**config.mk**
```make
export PLATFORM = sky130hd
export DESIGN_NAME = jpeg_idct_transpose_ctrl
export DESIGN_NICKNAME = d
export VERILOG_FILES = /design/src/rtl/jpeg_idct_pkg.sv /design/src/rtl/jpeg_idct_transpose_fifo2.sv /design/src/rtl/jpeg_idct_transpose_ctrl.sv
export SDC_FILE = /design/constraint.sdc
export NUM_CORES = 1
export LEC_CHECK = 0
export CAP_MARGIN = 40
export CORE_ASPECT_RATIO = 0.7
export CORE_MARGIN = 2
export CORE_UTILIZATION = 39
export DETAILED_ROUTE_END_ITERATION = 10
export PLACE_DENSITY = 0.76
export SKIP_CTS_REPAIR_TIMING = 1
export SLEW_MARGIN = 0
export SYNTH_ARGS = -nofsm -noshare
export SYNTH_HDL_FRONTEND = slang
export SYNTH_SLANG_ARGS = --single-unit
```
**constraint.sdc**
```tcl
create_clock -name clk_i -period 2.45 [get_ports clk_i]
set_clock_uncertainty 0.1 [all_clocks]
set_input_delay 0.49 -clock clk_i [delete_from_list [all_inputs] [get_ports clk_i]]
set_output_delay 0.49 -clock clk_i [all_outputs]
set_load 0.005 [all_outputs]
```
**src/rtl/jpeg_idct_pkg.sv**
```systemverilog
// Shared definitions for the IDCT transpose stage: block geometry, sequencer
// states and the row-major to column-pair-major address mapping.
package jpeg_idct_pkg;

  localparam int BLK_WORDS = 32;
  localparam int IDX_W     = 5;

  localparam logic [IDX_W-1:0] IDX_LAST = IDX_W'(BLK_WORDS - 1);

  typedef enum logic [1:0] {
    ST_IDLE  = 2'd0,
    ST_FILL  = 2'd1,
    ST_DRAIN = 2'd2
  } state_e;

  // Read index walks rows fastest: row = idx[2:0], word-in-row = idx[4:3].
  function automatic logic [IDX_W-1:0] transpose_addr(input logic [IDX_W-1:0] idx);
    return {idx[2:0], idx[4:3]};
  endfunction

endpackage

```
**src/rtl/jpeg_idct_transpose_fifo2.sv**
```systemverilog
// Two-entry output buffer for transposed words ({last, data}); exposes its
// occupancy so the sequencer can throttle RAM reads.
module jpeg_idct_transpose_fifo2 (
  input  logic        clk_i,
  input  logic        rst_i,
  input  logic        flush_i,
  input  logic        push_i,
  input  logic [32:0] push_data_i,
  input  logic        pop_i,
  output logic        valid_o,
  output logic [32:0] data_o,
  output logic [1:0]  count_o
);

  logic [32:0] mem_q [2];
  logic [32:0] mem_d [2];
  logic        wr_ptr_q, wr_ptr_d;
  logic        rd_ptr_q, rd_ptr_d;
  logic [1:0]  count_q, count_d;
  logic        do_push;
  logic        do_pop;

  // NOTE: every signal written here gets a default first, so no path leaves one unassigned and infers a latch.
  always_comb begin
    do_pop   = pop_i && (count_q != 2'd0);
    do_push  = push_i && ((count_q != 2'd2) || do_pop);
    mem_d    = mem_q;
    wr_ptr_d = wr_ptr_q;
    rd_ptr_d = rd_ptr_q;
    count_d  = count_q;
    if (flush_i) begin
      wr_ptr_d = 1'b0;
      rd_ptr_d = 1'b0;
      count_d  = 2'd0;
    end else begin
      if (do_push) begin
        mem_d[wr_ptr_q] = push_data_i;
        wr_ptr_d        = !wr_ptr_q;
      end
      if (do_pop) begin
        rd_ptr_d = !rd_ptr_q;
      end
      count_d = count_q + {1'b0, do_push} - {1'b0, do_pop};
    end
  end

  // NOTE: flops take non-blocking assignments so every one samples pre-edge values regardless of block order.
  always_ff @(posedge clk_i or negedge rst_i) begin
    if (!rst_i) begin
      // NOTE: storage is reset here (unlike a RAM) so the head data reads 0 straight out of reset.
      mem_q[0] <= '0;
      mem_q[1] <= '0;
      wr_ptr_q <= 1'b0;
      rd_ptr_q <= 1'b0;
      count_q  <= 2'd0;
    end else begin
      mem_q    <= mem_d;
      wr_ptr_q <= wr_ptr_d;
      rd_ptr_q <= rd_ptr_d;
      count_q  <= count_d;
    end
  end

  assign valid_o = (count_q != 2'd0);
  assign data_o  = mem_q[rd_ptr_q];
  assign count_o = count_q;

endmodule

```
**src/rtl/jpeg_idct_transpose_ctrl.sv**
```systemverilog
// Transpose-RAM sequencer between IDCT row and column passes: fills one 8x8
// block row-major through port 0, drains it column-pair-major through port 1.
module jpeg_idct_transpose_ctrl
  import jpeg_idct_pkg::*;
(
  input  logic        clk_i,
  input  logic        rst_i,
  input  logic        flush_i,
  input  logic        inport_valid_i,
  input  logic [31:0] inport_data_i,
  output logic        inport_accept_o,
  output logic        outport_valid_o,
  output logic [31:0] outport_data_o,
  output logic        outport_last_o,
  input  logic        outport_accept_i,
  output logic        busy_o,
  output logic [4:0]  ram_addr0_o,
  output logic [31:0] ram_data0_o,
  output logic        ram_wr0_o,
  output logic [4:0]  ram_addr1_o,
  output logic [31:0] ram_data1_o,
  output logic        ram_wr1_o,
  input  logic [31:0] ram_data1_i
);

  state_e           state_q, state_d;
  logic [IDX_W-1:0] wr_idx_q, wr_idx_d;
  logic [IDX_W-1:0] rd_idx_q, rd_idx_d;
  logic             inflight_q, inflight_d;
  logic             inflight_last_q, inflight_last_d;

  logic        wr_en;
  logic        rd_issue;
  logic        fifo_pop;
  logic        fifo_valid;
  logic [1:0]  fifo_count;
  logic [2:0]  occupancy;
  logic [32:0] fifo_head;

  always_comb begin
    wr_en     = (state_q == ST_FILL) && inport_valid_i && !flush_i;
    fifo_pop  = fifo_valid && outport_accept_i;
    // The word leaving this cycle frees its slot now, which keeps a streaming drain at one read per cycle.
    occupancy = {1'b0, fifo_count} + {2'b00, inflight_q} - {2'b00, fifo_pop};
    rd_issue  = (state_q == ST_DRAIN) && !flush_i && (occupancy < 3'd2);
  end

  always_comb begin
    state_d         = state_q;
    wr_idx_d        = wr_idx_q;
    rd_idx_d        = rd_idx_q;
    inflight_d      = rd_issue;
    inflight_last_d = rd_issue && (rd_idx_q == IDX_LAST);
    if (flush_i) begin
      state_d  = ST_FILL;
      wr_idx_d = '0;
      rd_idx_d = '0;
    end else begin
      unique case (state_q)
        ST_IDLE: state_d = ST_FILL;
        ST_FILL: begin
          if (wr_en) begin
            wr_idx_d = wr_idx_q + 5'd1;
            if (wr_idx_q == IDX_LAST) state_d = ST_DRAIN;
          end
        end
        ST_DRAIN: begin
          if (rd_issue) begin
            rd_idx_d = rd_idx_q + 5'd1;
            if (rd_idx_q == IDX_LAST) state_d = ST_FILL;
          end
        end
        default: state_d = ST_IDLE;
      endcase
    end
  end

  always_ff @(posedge clk_i or negedge rst_i) begin
    if (!rst_i) begin
      state_q         <= ST_IDLE;
      wr_idx_q        <= '0;
      rd_idx_q        <= '0;
      inflight_q      <= 1'b0;
      inflight_last_q <= 1'b0;
    end else begin
      state_q         <= state_d;
      wr_idx_q        <= wr_idx_d;
      rd_idx_q        <= rd_idx_d;
      inflight_q      <= inflight_d;
      inflight_last_q <= inflight_last_d;
    end
  end

  jpeg_idct_transpose_fifo2 u_fifo (
    .clk_i       (clk_i),
    .rst_i       (rst_i),
    .flush_i     (flush_i),
    .push_i      (inflight_q),
    .push_data_i ({inflight_last_q, ram_data1_i}),
    .pop_i       (fifo_pop),
    .valid_o     (fifo_valid),
    .data_o      (fifo_head),
    .count_o     (fifo_count)
  );

  assign inport_accept_o = (state_q == ST_FILL);
  assign ram_wr0_o       = wr_en;
  assign ram_addr0_o     = wr_idx_q;
  assign ram_data0_o     = wr_en ? inport_data_i : 32'd0;
  assign ram_addr1_o     = transpose_addr(rd_idx_q);
  assign ram_data1_o     = 32'd0;
  assign ram_wr1_o       = 1'b0;
  assign outport_valid_o = fifo_valid;
  assign outport_last_o  = fifo_head[32];
  assign outport_data_o  = fifo_head[31:0];
  // Gated by reset so that every output reads 0 while reset is held, IDLE included.
  assign busy_o = rst_i && ((state_q != ST_FILL) || (wr_idx_q != '0) || (fifo_count != 2'd0));

endmodule

```
==> results of run 1 <==
## synthesized netlist by cell type (all sizes together), types with 3 or more instances
library cell | number | area [sq um]
a21oi | 5 | 25.0
and2 | 32 | 200
and3 | 4 | 25.0
buf | 40 | 334
clkbuf | 10 | 37.5
dfrtp | 84 | 2100
ha | 8 | 100
inv | 10 | 37.5
mux2 | 101 | 1250
mux2i | 3 | 30.0
nand2 | 7 | 26.3
nand3 | 6 | 30.0
nor2 | 7 | 26.3
nor2b | 4 | 25.0
xnor2 | 4 | 35.0
## final timing paths
check	endpoint	cells after the start	start	slack [ns]
worst max-delay path	outport_data_o[7]	3	u_fifo.rd_ptr_q	0.05
worst min-delay path	u_fifo.mem_q[13]	2	rst_i	0.15
worst max register to register	rd_idx_q[1]	7	u_fifo.count_o[0]	0.07
worst min register to register	u_fifo.mem_q[55]	1	u_fifo.mem_q[55]	0.40
max in group asynchronous	u_fifo.rd_ptr_q	3	rst_i	1.11
min in group clk_i	u_fifo.mem_q[55]	1	u_fifo.mem_q[55]	0.40
## worst max-delay path: stages (launching register included)
cell and delay [ns]:
sky130_fd_sc_hd__dfrtp_2 0.44, sky130_fd_sc_hd__clkbuf_16 0.22, sky130_fd_sc_hd__mux2_2 0.35, sky130_fd_sc_hd__clkdlybuf4s50_1 0.45
## area by class of cell
| class | instances | area share, % |
|---|---|---|
| inverter | 10 | 0.560 |
| clock buffer | 9 | 3.36 |
| timing repair buffer | 186 | 28.9 |
| clock inverter | 7 | 1.14 |
| multi-input combinational | 233 | 31.8 |
| tap | 153 | 2.86 |
| sequential | 84 | 31.4 |
## routing by layer
metal / part of all wire [%] / GRT usage (%)
met5: 0 / 0
met4: 0.72 / 4.08
met3: 3.1 / 4.23
met2: 49 / 27.2
met1: 48 / 23.7
## cells by family (layout without fill, tap and decap cells)
group / count (synthesis) / count (layout) / share of synthesized area (%)
AND/OR/NAND/NOR: 70 / 70 / 9.69
other: 1 / 33 / 0.0840
flip-flops: 84 / 84 / 47.1
AO/OA/AOI/OAI: 11 / 11 / 1.46
adder cells (fa/ha/maj): 9 / 9 / 2.69
multiplexers: 104 / 104 / 28.7
buffers and inverters: 60 / 212 / 9.16
XOR/XNOR: 6 / 6 / 1.18
## registers in the layout, summed over array words and instances (netlist names)
| register | cells |
|---|---|
| ram_addr0_o | 5 |
| rd_idx_q | 5 |
| u_fifo.wr_ptr_q | 1 |
| inflight_q | 1 |
| u_fifo.rd_ptr_q | 1 |
| u_fifo.count_o | 2 |
| inflight_last_q | 1 |
| state_q | 2 |
| u_fifo.mem_q | 66 |
## per-stage QoR
stage / power, mW / worst slack [ns]
after floorplan: 1.76 / 0.0207
after global placement: 2.12 / -0.472
after detailed placement: 2.14 / -0.531
after CTS: 3.52 / -0.249
after global routing: 3.72 / -0.0132
final: 3.54 / 0.0532
## where the power goes
part           internal [mW]  switching [mW]  total, mW
registers               1.43          0.0261       1.45
clock network          0.796           0.570       1.37
logic                  0.445           0.280      0.725
==> results.md, run 1 <==
Floorplanning:
- The number of top-level design ports is 181.
- The floorplan has 32 rows.
- The height of the chip is between 90 and 100 um.
- The floorplan step defined a die boundary enclosing 12300 sq um.
- The chip width is about 130 um.
- The core region is about 11000 sq um.
- The initial utilization of the core area, before any placement, comes to 40.3%.

Routing:
- The detail-routed net length per standard cell is approximately 16 um.
- Using the TritonRoute via totals, the vias-per-cell ratio works out to approximately 4.6.
- The routed wire length is 11200 um.
- The detailed router finished its first iteration with 90 violations.
- The first-pass iteration count of the detailed router is 6.
- The total via count in the routed design is ~3100.
- In this run the remaining antenna-violating nets after routing total 0.
- The DRC violations left is 0.

Clock network:
- The root buffer cell is sky130_fd_sc_hd__clkbuf_16.
- The CTS tree is built.
- The number of clock buffers added by TritonCTS is 9.
- The clock transition at the register clock pins on the worst setup and hold paths after CTS is 0.06 ns.
- The clock passes through at most 2 buffers.
- Clock latency on the worst-skew pair, taken at its later pin, is about 0.33 ns.
- The clock tree synthesis step divided the H-tree into 3 levels.
- The clock sink count is 84.

Timing:
- The worst-margin pin slew is between 0.5 and 0.6 ns.
- The summed negative setup slack over all endpoints is 0 ns.
- Setup violations remaining at the end of the flow were counted as 0.
- Hold is met by about 0.15 ns.
- The max-slew violation count is 0.
- In the finished design, the share of the clock period the worst path needs comes to 97.8%.
- The smallest clock period supported by the final layout is computed as about 2.4 ns.
- The final number of hold-violating endpoints is 0.
- The fmax is around 420 MHz.
- The worst slew margin relative to its limit is between 60% and 70%.

Cells and area:
- The cell area after layout is between 6000 and 7000 sq um.
- The area growth from synthesis to layout is 50.0%.
- The most frequent standard cell in the layout excluding fill and tap cells is sky130_fd_sc_hd__clkdlybuf4s50_1.
- The number of diodes added for antenna fixing is 0.
- In the layout the commonest cells are sky130_fd_sc_hd__clkdlybuf4s50_1, sky130_fd_sc_hd__dfrtp_1, sky130_fd_sc_hd__mux2_2.
- The post-route netlist has between 30% and 40% of its cells at a drive strength greater than 1.
- The finished layout holds 682 standard cells, fillers aside.
- The number of nets in the layout is about 600.
- The filler cells instantiated in the layout total between 800 and 900.
- The area occupied by multi-input gates is between 2000 and 2500 sq um.
- In the final layout, flip-flops and latches occupy ~2100 sq um.
- For this run, the share of the core covered by cells in the final layout is about three fifths.

Critical path:
- Of all nets on the critical path, the largest fanout is 16.
- The required time of the worst setup path is ~1.9 ns.
- Data on the critical path arrives at its endpoint at 1.81 ns.
- The type of the worst setup path is flop to output pin.
- STA classifies the critical path endpoint as an output pin.
- The kind of start point of the critical path is a flop.

Flow run:
- The number of max-capacitance violations reported is 0.

GRT:
- The first-pass GRT wire length is about 17000 um.
- The maximum number of pins on one net before global-route repair is between 40 and 50.
- The total track usage is approximately 17%.
- The initial antenna violation count is 0.
- The via count of the first global-routing pass was ~3200.
- The remaining global-route overflow is 0.

Placed design:
- Routability-driven placement finished with a final weighted congestion of between 0.7 and 0.8.
- Summing all placed instances gives a cell area of around 6000 sq um.
- The post-placement cell count is 650.
- Detailed placement ended at an HPWL of approximately 7500 um.
- Buffers placed on the I/O ports in this run total about 150.

Logic synthesis:
- The fraction of registers with async set or reset after synthesis is between 90% and 100%.
- Synthesis instantiated 36 different standard cells from the library.
- The synthesized netlist cell count is between 300 and 400.
- For this run, the number of Yosys warnings is 0.
- The cell area after synthesis is 4470 sq um.
- The flip-flop and latch count after synthesis is 84.
- The synthesized design contains 0 enable-type register cells.
- Of the synthesized area, sequential elements account for 47.1%.
- The average instance in the mapped netlist occupies around 13 sq um.
- The most instantiated flip-flop cell in the synthesis netlist is sky130_fd_sc_hd__dfrtp_1.

Status:
- The run finished with clean final reports.

Power and ir drop:
- The worst ir drop on vdd is ~380 uV.
- Summed over all cells, the static leakage comes to roughly 3.7 nW.
- For this design the ratio of total power to cell area is between 500 and 600 nW/um^2.

Worst hold path:
- The classification of the worst-slack hold path is input port to asynchronous set/reset pin.
No activity file was read; power rests on OpenSTA's default activity.
==> run 2: changes to the inputs <==
- PLACE_DENSITY: 0.76 -> 0.78
- SKIP_CTS_REPAIR_TIMING: 1 -> default
==> run 2 against run 1 <==
Die area did not move; via count fell by 1.2%; non-clock buffer count fell by 12; combinational power fell by 8.3%; global-route usage rose by 0.46 points; count of clock-buffer cells in the layout did not move; power rose by 1.4%; worst setup slack improved by 0.015 ns; sequential power barely moved; routed wire length fell by 3.3%; utilization fell by 2.0 points.
==> results.md, run 2 (synthesis results as in run 1) <==
Power and ir drop:
- Combinational cells account for between 10% and 20% of the total power.
- The leakage component of the power is between 3 and 4 nW.
- The cell-internal power is ~2.7 mW.
- The switching fraction of total power is around a quarter.
- Per report_power, the sequential group accounts for 40.3% of the total.
- Power spread over the standard cell area amounts to 555 nW/um^2.
- The power share of the clock group is between 40% and 50%.
- Across the VDD grid, the largest voltage drop is about 370 uV.
- The net load switching power is between 0.8 and 0.9 mW.

Floorplanning:
- Pin placement for this block handled about 180 I/O pins.
- The starting density of the core is between 40% and 50%.
- The height of the chip is a little over 90 um.
- The floorplan die area is 12300 sq um.
- The region available for standard cell placement spans 11100 sq um.
- The placement row count is 32.
- The die is 132 um wide.

Routing:
- The count of routing violations after the opening detailed-route iteration is approximately 110.
- The detail-routed via count per cell is approximately 4.6.
- The first-pass iteration count of the detailed router is 4.
- Dividing the detail-routed wire length by the instance count gives about 16 um.
- Across all layers, the routed design uses about 3100 vias.
- Once detail routing completed, the nets flagged for antenna violations numbered 0.
- Summed over all layers, the routed wires come to about 11000 um.
- The DRC violations left is 0.

Clock network:
- The root buffer cell is sky130_fd_sc_hd__clkbuf_16.
- The clock sink count is 84.
- The deepest level of the CTS H-tree is 3.
- The clock transition at the register clock pins on the worst setup and hold paths after CTS is about 0.06 ns.
- The clock latency reported for the late side of the worst-skew pair is approximately 0.34 ns.
- TritonCTS built the clock tree.
- Buffers inserted during clock tree synthesis total 9.
- The worst-case clock buffer depth is 2.

Cells and area:
- The cell area after layout is 6470 sq um.
- The top cell types in the final layout, fill and taps aside, are sky130_fd_sc_hd__clkdlybuf4s50_1, sky130_fd_sc_hd__dfrtp_1, sky130_fd_sc_hd__mux2_2.
- The post-route netlist has 30.8% of its cells at a drive strength greater than 1.
- The number of flip-flops in the largest register is 66.
- The most frequent standard cell in the layout excluding fill and tap cells is sky130_fd_sc_hd__clkdlybuf4s50_1.
- The area occupied by multi-input gates is roughly 2100 sq um.
- Counting the fill cells in the layout gives slightly above 900.
- The sequential cells in the finished layout cover a total of around 2100 sq um.
- The filler-free cell count of the finished design is 670.
- After the last flow step, the layout net total stands at slightly below 600.
- Ranked by flip-flop count, first place goes to u_fifo.mem_q.
- The number of diodes added for antenna fixing is 0.
- From synthesis to final layout, the design area changed by 45.0%.

Timing:
- Final hold analysis gives a worst-case slack of 0.0881 ns.
- The worst path in the final design needs a cycle of 2.38 ns, including I/O delays and setup.
- Setup repair after global routing left no endpoint under its margin.
- The share of the clock period used by the worst path after layout is 97.2%.
- Setup violations remaining at the end of the flow were counted as 0.
- Static timing analysis puts the maximum clock frequency at approximately 420 MHz.
- The final number of hold-violating endpoints was 0.
- The max-slew violation count came to 0.

GRT:
- For this run the aggregate overflow at the end of global routing stands at 0.
- The initial antenna violation count is 0.
- The via count of the first global-routing pass is ~3100.
- The first-pass GRT wire length is between 15000 and 20000 um.
- The maximum number of pins on one net before global-route repair is 55.
- The total track usage is roughly 18%.

Status:
- The flow ran to the end, and the final reports show no timing, DRC or antenna violations.

Critical path:
- Walking the worst path, the cells encountered are buf_6 > mux2_2 > clkdlybuf4s50_1.
- The number of cells on the worst reg-to-reg path is 8.
- The slowest stage of the critical path belongs to the cell sky130_fd_sc_hd__clkdlybuf4s50_1.
- Tracing the worst setup path back leads to its startpoint at u_fifo.rd_ptr_q.
- The required time of the worst setup path is roughly 1.9 ns.
- Across all register-to-register paths, the minimum setup slack is ~0.090 ns.
- The worst setup path is captured at an output pin.
- The end of the critical path is outport_data_o[28].
- The type of the worst setup path is flop to output pin.
- The kind of start point of the critical path is a flop.
- In this run the worst path has a maximum fanout of 16.
- Data on the critical path arrives at its endpoint at between 1.5 and 2 ns.
- The destination of the worst register-to-register timing path is rd_idx_q[1].
- The worst register-to-register path begins at u_fifo.count_o[1].
- The largest stage delay on the critical path is roughly 0.47 ns.

Flow run:
- The number of max-capacitance violations reported is 0.

Placed design:
- The post-placement cell count is ~650.
- The weighted congestion reported at the end of routability-driven placement is ~0.77.
- Summing all placed instances gives a cell area of between 6000 and 7000 sq um.
- The count of buffers from port buffering is ~150.
- The HPWL reported at the end of detailed placement is about 7800 um.

Worst hold path:
- The classification of the worst-slack hold path is input port to asynchronous set/reset pin.
-- run 2: cell types whose count changed in the layout (fill, tap and decap cells not counted), moves of 2 or more --
cell | before | now
sky130_fd_sc_hd__clkdlybuf4s50_1 | 107 | 110
sky130_fd_sc_hd__buf_4 | 34 | 21
sky130_fd_sc_hd__clkbuf_2 | 0 | 2
sky130_fd_sc_hd__buf_16 | 0 | 2
sky130_fd_sc_hd__dlygate4sd2_1 | 0 | 34
sky130_fd_sc_hd__dlymetal6s2s_1 | 39 | 0
sky130_fd_sc_hd__clkbuf_16 | 11 | 9
-- run 2: through the flow --
step,TNS (ns),utilization [%],power [mW],worst slack (ns)
2_1_floorplan,0,-,1.76,0.0207
3_3_place_gp,-13.10,55.0,2.12,-0.481
3_5_place_dp,-16.12,55.3,2.13,-0.507
4_1_cts,0,58.2,3.61,0.00679
5_1_grt,0,58.4,3.74,0.000386
6_report,0,58.4,3.59,0.0686
-- run 2: worst min-delay path by stage --
stage	startpoint	end	slack [ns]
floorplan	rst_i	inflight_last_q	0.09
finish	rst_i	u_fifo.mem_q[14]	0.09
global placement	u_fifo.mem_q[1]	u_fifo.mem_q[1]	0.38
global route	rst_i	u_fifo.mem_q[1]	0.13
CTS	rst_i	u_fifo.mem_q[14]	0.11
detailed placement	u_fifo.mem_q[42]	u_fifo.mem_q[42]	0.39
-- run 2: power by group through the flow --
stage | registers [mW] | clock network [mW] | logic, mW
after floorplan | 1.47 | 0 | 0.292
after detailed placement | 1.47 | 0 | 0.660
after global placement | 1.47 | 0 | 0.645
final | 1.45 | 1.48 | 0.665
after CTS | 1.45 | 1.51 | 0.656
after global routing | 1.45 | 1.57 | 0.723
-- run 2: worst max-delay path, delay by kind of cell, from the launching register on --
family	cells	cell delay (ns)
multiplexers	1	0.36
flip-flops	1	0.39
buffers and inverters	2	0.70
-- run 2: repair_timing --
action / in CTS / in global routing
gates resized for setup: 42 / 10
pin swaps: 0 / 1
cloned: 1 / 0
hold buffers: 0 / 0
setup buffers: 1 / 0
setup endpoints to repair: 41 / 22
-- run 2: layer usage --
layer  share of wire (%)  up-vias  global-route usage [%]
met3                 3.2       12                    3.96
met4                 1.0        0                    4.89
li1                    -     1444                       -
met2                  47       72                    27.1
met5                   0        -                       0
met1                  49     1569                    25.0
-- run 2: layout make-up --
type	count	area share [%]
clock buffer	9	3.48
clock inverter	7	1.53
inverter	10	0.580
multi-input combinational	233	32.6
sequential	84	32.5
tap	153	2.96
timing repair buffer	174	26.4
==> run 3: changes to the inputs <==
- CAP_MARGIN: 40 -> 20
==> run 3 against run 2 <==
Global-route usage down 0.29 points; via count down 2.0%; register-to-register slack about the same; count of clock-buffer cells in the layout up 2; routed wire length down 2.7%; maximum frequency up 0.33%; combinational power down 2%; flip-flop and latch count unchanged; hold slack worse by 0.035 ns.
==> results.md, run 3 (synthesis results as in run 1) <==
Timing:
- The shortest period the worst path allows is between 2 and 2.5 ns.
- Setup violations remaining at the end of the flow were counted as 0.
- The share of the clock period used by the worst path after layout is between 90% and 100%.
- Static timing analysis puts the maximum clock frequency at 421 MHz.
- Setup repair after global routing could not meet its margin everywhere.
- The summed negative setup slack over all endpoints is 0 ns.
- The final number of hold-violating endpoints came to 0.
- The tightest hold path in the finished design has a slack of ~0.053 ns.
- The max-slew violation count came to 0.

Cells and area:
- In the layout the commonest cells are sky130_fd_sc_hd__clkdlybuf4s50_1, sky130_fd_sc_hd__dfrtp_1, sky130_fd_sc_hd__mux2_2.
- The number of flip-flops in the largest register is 66.
- The number of nets in the layout is ~590.
- The number of diodes added for antenna fixing is 0.
- The share of cells above drive strength 1 is 29.9%.
- The area overhead of the layout relative to synthesis is 44.4%.
- Counting flops per register, the top entry is u_fifo.mem_q.
- Once layout is complete, the cells apart from fillers number between 600 and 700.
- Measured on the finished design, the core utilization comes to 58.1%.
- The most frequent standard cell in the layout excluding fill and tap cells is sky130_fd_sc_hd__clkdlybuf4s50_1.

GRT:
- The maximum number of pins on one net before global-route repair is 85.
- The remaining global-route overflow is 0.
- Global routing used ~17% of the available tracks.
- The first-pass GRT wire length is about 17000 um.
- The initial antenna violation count is 0.
- The via count of the first global-routing pass is around 3100.

Critical path:
- The worst setup path is captured at an output pin.
- The required time of the worst setup path is ~1.9 ns.
- The largest stage delay on the critical path is 0.47 ns.
- The signal on the critical path passes through buf_6 > mux2_2 > clkdlybuf4s50_1.
- The destination of the worst register-to-register timing path is rd_idx_q[4].
- The type of the worst setup path is flop to output pin.
- The critical-path maximum fanout is 18.
- The worst register-to-register path begins at u_fifo.count_o[0].
- The kind of start point of the critical path is a flop.
- The number of cells on the worst reg-to-reg path is 8.
- The minimum setup slack among reg-to-reg paths is 0.10 ns.
- For this design, the slowest cell found on the critical path is sky130_fd_sc_hd__clkdlybuf4s50_1.
- The signal arrival time at the worst endpoint is roughly 1.8 ns.

Clock network:
- The worst-case clock buffer depth is 2.
- For the worst-skew pair, the clock arrives at the later sink with an insertion delay of 0.33 ns.
- The root buffer cell is sky130_fd_sc_hd__clkbuf_16.
- TritonCTS built the clock tree.
- Clock tree synthesis inserted a total of 9 buffers.
- Clock-pin slew was measured on the worst setup and hold paths at around 0.060 ns.
- The clock sink count is 84.
- The deepest level of the CTS H-tree is 3.

Placed design:
- In this run, placement finished with an instance count of about 650.
- The HPWL reported at the end of detailed placement is approximately 7700 um.
- The count of buffers from port buffering is between 100 and 150.
- At the end of routability-driven placement, the weighted congestion stood at ~0.77.

Routing:
- The detail-routed via count per cell is 4.54.
- The DRC violations left is 0.
- The detail-routed net length per standard cell is approximately 16 um.
- The first TritonRoute pass finished after 4 iterations.
- The routed wire length is 10500 um.
- The routed layout has approximately 3000 vias.
- The count of routing violations after the opening detailed-route iteration is between 70 and 80.
- The remaining antenna violation count is 0.

Floorplanning:
- The initial utilization of the core area, before any placement, comes to around 40%.
- The height of the chip is just over 90 um.
- The number of top-level design ports is about 180.
- The floorplan step defined a core boundary enclosing roughly 11000 sq um.
- The floorplan step defined a die boundary enclosing 12300 sq um.
- The placement row count is 32.
- The die is 132 um wide.

Power and ir drop:
- The total power divided by cell area is 559 nW/um^2.
- The leakage component of the power is 3.22 nW.
- The sequential group share of total power is between 40% and 50%.
- The worst ir drop on vdd is around 330 uV.
- The total power is between 3 and 4 mW.
- Cell internal power was estimated by the tool at between 2 and 3 mW.
- Of the total power, the share spent switching nets is 22.9%.
- Combinational logic is responsible for between 10% and 20% of the overall power.
- The net load switching power is ~0.83 mW.
- Per report_power, the clock group accounts for 41.7% of the total.

Status:
- The flow ran to the end, and the final reports show no timing, DRC or antenna violations.

Flow run:
- Max-cap violations in this run came to 0.

Worst hold path:
- The classification of the worst-slack hold path is input port to asynchronous set/reset pin.
-- run 3: cell count changes in the layout (fill, tap and decap cells not counted), sizes merged --
cell         delta
dlygate4sd2     +2
clkinv          -1
buf             -2
clkinvlp        -1
-- run 3: layer usage --
layer | GRT usage (%) | up-vias | share of wire [%] | routed length (um)
met5 | 0 | - | 0 | 0
met4 | 3.53 | 0 | 0.75 | 79
met3 | 4.55 | 10 | 3.8 | 398
met2 | 26.8 | 71 | 48 | 5010
met1 | 24.5 | 1509 | 48 | 5040
li1 | - | 1445 | - | -
-- run 3: final cells by class --
type	instances	area, sq um
inverter	10	37.5
fill	913	4640
clock inverter	5	82.6
sequential	84	2100
multi-input combinational	233	2110
timing repair buffer	172	1680
tap	153	191
clock buffer	11	253
-- run 3: how the worst max path moves through the flow --
stage | start | endpoint | slack [ns] | cells past startpoint
final | u_fifo.rd_ptr_q | outport_data_o[18] | 0.08 | 3
after global routing | u_fifo.rd_ptr_q | outport_data_o[31] | -0.01 | 3
after CTS | u_fifo.rd_ptr_q | outport_data_o[31] | 0.02 | 3
after detailed placement | outport_accept_i | rd_idx_q[1] | -0.50 | 9
after global placement | outport_accept_i | rd_idx_q[4] | -0.48 | 9
after floorplan | u_fifo.count_o[1] | rd_idx_q[1] | 0.02 | 8
-- run 3: what timing repair did --
action | CTS | global route
resized for setup | 40 | 4
hold buffers | 0 | 0
setup buffers | 0 | 0
endpoints found under the setup margin | 41 | 31
-- run 3: stage by stage --
step / area, sq um / setup slack [ns]
after floorplan: 4590 / 0.0207
after global placement: 6100 / -0.481
after detailed placement: 6100 / -0.502
after CTS: 6400 / 0.0158
after global routing: 6450 / -0.0145
final: 6450 / 0.0764
-- run 3: power groups by stage --
stage / Clock, mW / Combinational, mW / Sequential (mW)
floorplan: 0 / 0.292 / 1.47
global placement: 0 / 0.645 / 1.47
detailed placement: 0 / 0.653 / 1.47
CTS: 1.55 / 0.642 / 1.45
global route: 1.61 / 0.713 / 1.45
finish: 1.50 / 0.653 / 1.45
-- run 3: critical path, delay by kind of cell, from the launching register on --
kind	cells	cell delay (ns)
buf+inv	2	0.70
flops	1	0.37
mux	1	0.36
